--- src/rtl/pipe_hazard_ctrl_pkg.sv ---
// Shared types for the miniRV hazard controller: forwarding encodings,
// shadow-stage record and the forwarding priority helper.
package pipe_hazard_ctrl_pkg;

  localparam int unsigned REG_AW = 5;

  localparam int unsigned ST_EX  = 0;
  localparam int unsigned ST_MEM = 1;
  localparam int unsigned ST_WB  = 2;
  localparam int unsigned NUM_ST = 3;

  typedef enum logic [1:0] {
    FWD_RF  = 2'd0,
    FWD_EX  = 2'd1,
    FWD_MEM = 2'd2,
    FWD_WB  = 2'd3
  } fwd_sel_e;

  typedef struct packed {
    logic              valid;
    logic [REG_AW-1:0] rd;
    logic              we;
    logic              ld;
  } stage_t;

  // A load in EX has no data yet, so it yields to the older stages.
  function automatic fwd_sel_e pick_fwd(input logic ex_hit, input logic ex_ld,
                                        input logic mem_hit, input logic wb_hit);
    if (ex_hit && !ex_ld) return FWD_EX;
    if (mem_hit)          return FWD_MEM;
    if (wb_hit)           return FWD_WB;
    return FWD_RF;
  endfunction

endpackage

--- src/rtl/pipe_hazard_ctrl_hazard_match.sv ---
// Compares one shadow stage destination against one ID source operand.
module pipe_hazard_ctrl_hazard_match #(
  parameter int unsigned W = 5
) (
  input  logic         s_valid,
  input  logic         s_we,
  input  logic [W-1:0] s_rd,
  input  logic [W-1:0] rs,
  input  logic         rs_re,
  input  logic         id_valid,
  output logic         hit_c
);

  assign hit_c = s_valid & s_we & (s_rd == rs) & (rs != '0) & rs_re & id_valid;

endmodule

--- src/rtl/pipe_hazard_ctrl.sv ---
// Central hazard controller for the 5-stage miniRV pipeline: shadow
// scoreboard of EX/MEM/WB destinations, stall/flush/bubble and forwarding.
module pipe_hazard_ctrl
  import pipe_hazard_ctrl_pkg::*;
#(
  parameter int unsigned RA_W  = REG_AW,
  parameter int unsigned CNT_W = 32
) (
  input  logic             cpu_clk,
  input  logic             cpu_rst,
  input  logic             id_valid,
  input  logic [RA_W-1:0]  id_rs1,
  input  logic [RA_W-1:0]  id_rs2,
  input  logic             id_rs1_re,
  input  logic             id_rs2_re,
  input  logic [RA_W-1:0]  id_rd,
  input  logic             id_rf_we,
  input  logic             id_is_load,
  input  logic             ex_redirect,
  input  logic             ext_stall,
  output logic             stall_pc,
  output logic             stall_if_id,
  output logic             flush_if_id,
  output logic             bubble_id_ex,
  output logic             stall_all,
  output logic [1:0]       fwd_rs1_sel,
  output logic [1:0]       fwd_rs2_sel,
  output logic             ex_valid,
  output logic             mem_valid,
  output logic             wb_valid,
  output logic [CNT_W-1:0] stall_cnt,
  output logic [CNT_W-1:0] flush_cnt
);

  stage_t            shd [NUM_ST];
  logic [REG_AW-1:0] src_rs [2];
  logic              src_re [2];
  logic              hit    [NUM_ST*2];
  logic              load_use;

  assign src_rs[0] = REG_AW'(id_rs1);
  assign src_rs[1] = REG_AW'(id_rs2);
  assign src_re[0] = id_rs1_re;
  assign src_re[1] = id_rs2_re;

  // hit[s*2 + r]: stage s writes source operand r of the ID instruction
  for (genvar s = 0; s < NUM_ST; s++) begin : g_stage
    for (genvar r = 0; r < 2; r++) begin : g_src
      pipe_hazard_ctrl_hazard_match #(.W(REG_AW)) u_match (
        .s_valid  (shd[s].valid),
        .s_we     (shd[s].we),
        .s_rd     (shd[s].rd),
        .rs       (src_rs[r]),
        .rs_re    (src_re[r]),
        .id_valid (id_valid),
        .hit_c    (hit[s*2+r])
      );
    end
  end

  assign load_use = (hit[ST_EX*2] | hit[ST_EX*2+1]) & shd[ST_EX].ld;

  assign fwd_rs1_sel = pick_fwd(hit[ST_EX*2], shd[ST_EX].ld, hit[ST_MEM*2], hit[ST_WB*2]);
  assign fwd_rs2_sel = pick_fwd(hit[ST_EX*2+1], shd[ST_EX].ld, hit[ST_MEM*2+1], hit[ST_WB*2+1]);

  // Pipeline controls, priority ext_stall > ex_redirect > load_use
  always_comb begin
    stall_all    = 1'b0;
    stall_pc     = 1'b0;
    stall_if_id  = 1'b0;
    flush_if_id  = 1'b0;
    bubble_id_ex = 1'b0;
    if (ext_stall) begin
      stall_all   = 1'b1;
      stall_pc    = 1'b1;
      stall_if_id = 1'b1;
    end else if (ex_redirect) begin
      flush_if_id  = 1'b1;
      bubble_id_ex = 1'b1;
    end else if (load_use) begin
      stall_pc     = 1'b1;
      stall_if_id  = 1'b1;
      bubble_id_ex = 1'b1;
    end
  end

  // Shadow scoreboard advance and performance counters
  always_ff @(posedge cpu_clk) begin
    if (cpu_rst) begin
      for (int i = 0; i < NUM_ST; i++) shd[i] <= '0;
      stall_cnt <= '0;
      flush_cnt <= '0;
    end else if (!ext_stall) begin
      shd[ST_WB]  <= shd[ST_MEM];
      shd[ST_MEM] <= shd[ST_EX];
      if (bubble_id_ex) shd[ST_EX] <= '0;
      else shd[ST_EX] <= '{valid: id_valid, rd: REG_AW'(id_rd), we: id_rf_we, ld: id_is_load};
      if (ex_redirect)   flush_cnt <= flush_cnt + CNT_W'(1);
      else if (load_use) stall_cnt <= stall_cnt + CNT_W'(1);
    end
  end

  assign ex_valid  = shd[ST_EX].valid;
  assign mem_valid = shd[ST_MEM].valid;
  assign wb_valid  = shd[ST_WB].valid;

endmodule

--- config.mk ---
export PLATFORM = sky130hd
export DESIGN_NAME = pipe_hazard_ctrl
export DESIGN_NICKNAME = d
export VERILOG_FILES = /design/src/rtl/pipe_hazard_ctrl_pkg.sv /design/src/rtl/pipe_hazard_ctrl_hazard_match.sv /design/src/rtl/pipe_hazard_ctrl.sv
export SDC_FILE = /design/constraint.sdc
export NUM_CORES = 1
export LEC_CHECK = 0
export ABC_AREA = 1
export BUFFER_PORTS_ARGS = -buffer_cell sky130_fd_sc_hd__buf_2
export CORE_MARGIN = 4
export CORE_UTILIZATION = 29
export CTS_BUF_LIST = sky130_fd_sc_hd__clkbuf_8
export DETAILED_ROUTE_END_ITERATION = 6
export SYNTH_ARGS = -nofsm -noshare
export SYNTH_HDL_FRONTEND = slang
export SYNTH_SLANG_ARGS = --single-unit
--- constraint.sdc ---
create_clock -name cpu_clk -period 4.29 [get_ports cpu_clk]
set_input_delay 0.858 -clock cpu_clk [delete_from_list [all_inputs] [get_ports cpu_clk]]
set_output_delay 0.858 -clock cpu_clk [all_outputs]
set_load 0.01 [all_outputs]
==> impl_metrics.toml <==
[timing]
maxSlewHeadroom_pct = 37.8
hold_viol = 0
rsz0062_at_grt = "false"
maxSlewViolCount = 0
setup_ws_ps = 1150
finalSetupViolations = 0
period_share_pct = 73.1
setup-tns-final_ps = 0
worstMarginPinSlew_ps = 930
fmax_mhz = 319
fin_crit_ps = 3140
skew_ps = 12.7

[clock_network]
ctsResizeCount = 0
insertion_delay_ps = 370
h-tree-depth = 3
clk_path_buf_depth = 2
cts_root_buf = "clkbuf_8"
cts_setup_buffers = 0
cts_hold_buf = 0
cts_buffers = 9
cts.sinks = 86
clkTransAtPathRegs_ps = 80
cts_tree = "done"

[synth]
ys_ff_latch = 86
ys_warn_count = 0
syn_inst = 804
yosysTopAreaCell = "dfxtp_1"
yosysUniqueCellTypes = 35
synth_top_cell_area_share_pct = 24.1
ys_seq_area_share_pct = 36.5
syn_area_per_cell_um2 = 6.62
synth_fp_nets = 830
netlist_area_mm2 = 0.00532
synth_area_leaders = "dfxtp_1, nand2_1, edfxtp_1"

[cells_and_area]
drive_gt1_share_pct = 15.7
seq_area_mm2 = 0.00194
fillers = 2049
multi_input_area_mm2 = 0.00293
nNetsFinal = 921
area_growth_syn_to_layout_pct = 16.2
antenna_cells = 0

[pwr]
vdd_drop_max_mv = 0.145
power_density_mw_per_mm2 = 249
p_leak_nw = 2.46

[detailed_routing]
wl_per_cell_um = 13.6
drc = 0
dr.pass1.iters = 5
first_iter_violations = 256
via_per_inst = 4.64
ant_nets = 0
vias = 5239
totalWireLength_um = 15300

[outcome]
outcome = "finished, final reports clean"

[floorplan]
fp.coreArea_mm2 = 0.0180
dieArea_mm2 = 0.0206
placementRows = 49
die_h_um = 143
ioPinCount = 100
die_w_um = 143
start_util_pct = 29.5

[place]
numPortBuffers = 99
pre_cts_ws_ps = 1150
hpwl_um = 11600
gp_congestion = 0.858

[setup_path]
crit_arrival_ps = 2280
worstPathBufferInverterCount = 3
end_kind = "primary output"
slowest_delay_ps = 300
cp-start-kind = "input pin"
critPathTopFamily = "simple AND/OR/NAND/NOR gates"
crit_chain = "buf_2, inv_1, nand2_1, nor2_1, nor2_1, nand2_1, nand2_4, a21oi_1, nor2_1, buf_2"
cp_common_cell = "nor2_1"
cp_slowest_cell = "a21oi_1"
critPathKind = "input pin to primary output"
worst-endpoint-required_ps = 3430
cp_max_fo = 35

[grt]
grt_max_degree = 47
grt_pass1_vias = 4972
grt-ovfl-total = 0
track_usage_pct = 14.9
grt_antenna_before_repair = 0
grt_pass1_wl_um = 24700

[hold_path]
hold_class = "register to register"

[run]
maxCapViolCount = 0
-- cell usage in the layout (no fill, tap or decap), types with 3 or more instances in the layout --
master and instances:
a21oi_1 55, buf_2 99, buf_4 4, clkbuf_8 9, dfxtp_1 64, edfxtp_1 22, inv_1 85, inv_2 3
nand2_1 244, nand2_2 5, nand2_4 4, nand3_1 19, nand3b_1 19, nand4_1 41, nor2_1 126, nor2_2 3
nor2_4 4, nor3_1 19, o21ai_0 24, o21bai_1 3, o22ai_1 3, xnor2_1 15, xor2_1 13
-- worst paths after layout --
check                                             endpoint  cells after the start                  startpoint  slack (ps)
worst min register to register  flush_cnt[30]$_SDFFE_PP0P_                      2  flush_cnt[30]$_SDFFE_PP0P_         510
worst max-delay path                          bubble_id_ex                     10                   id_rs2[1]        1150
worst min-delay path            flush_cnt[30]$_SDFFE_PP0P_                      2  flush_cnt[30]$_SDFFE_PP0P_         510
worst max register to register  stall_cnt[13]$_SDFFE_PP0P_                      8     shd[0][2]$_SDFFCE_PN0P_        2140
-- worst reg2reg max path, stage by stage (launching register included) --
cell and delay (ps):
edfxtp_1 500, xnor2_1 180, nand2_1 60, nor2_1 90, nand2_1 130, nand2_4 360, nand3_4 420, nand2_1 190
a21oi_1 70
-- synth_stat cells (all sizes together) --
library cell  number
nand4             42
a31oi              1
nor2             133
a21oi             55
nand3b            19
o21bai             3
o22a               1
or2                3
nand2            253
clkbuf            15
xnor2             15
o21ai             24
xor2              13
o22ai              3
dfxtp             64
buf                8
nand3             20
nor3b              1
and2               1
nor3              21
ha                 2
edfxtp            22
inv               85
-- final cells by class --
| type | instances | area share, % |
|---|---|---|
| clock inverter | 7 | 0.971 |
| tap | 229 | 4.63 |
| multi-input combinational | 610 | 47.4 |
| timing repair buffer | 103 | 8.50 |
| clock buffer | 9 | 2.00 |
| inverter | 85 | 5.16 |
| sequential | 86 | 31.4 |
-- layer usage --
metal | vias up | GRT usage (%) | part of all wire (%) | wire, µm
li1 | 2771 | - | - | -
met1 | 2349 | 19.2 | 46 | 7120
met2 | 109 | 25.3 | 48 | 7310
met3 | 10 | 3.69 | 4.8 | 734
met4 | 0 | 3.42 | 0.97 | 149
met5 | - | 0 | 0 | 0
-- cell families after synthesis --
group / after synthesis / synth area share (%)
and+or+nand+nor: 493 / 41.4
xor gates and xnor gates: 28 / 4.61
buffers and inverters: 108 / 8.51
AOI/OAI and AO/OA: 87 / 8.49
adders and majority gates: 2 / 0.470
DFF: 86 / 36.5
-- report_power, final --
part,internal (W),switching [W],total (W)
registers,0.000846,0.0000157,0.000862
logic,0.0000399,0.0000803,0.000120
clock network,0.000262,0.000295,0.000557
total,0.00115,0.000391,0.00154
-- sequential cells by signal, summed over array words and instances, names as in the netlist --
register / flops
flush_cnt: 32
shd: 22
stall_cnt: 32
-- metrics by stage --
stage	hold WS (ps)	util (%)	power [W]	area (µm²)	instances
final	506	34.3	0.00154	6190	1129
after CTS	505	34.3	0.00156	6190	1129
after global routing	525	34.3	0.00162	6190	1129
after global placement	482	33.3	0.00100	6000	1113
after floorplan	496	-	0.000953	5320	804
after detailed placement	492	33.3	0.00100	6000	1113
(Power assumes the default switching activity.)
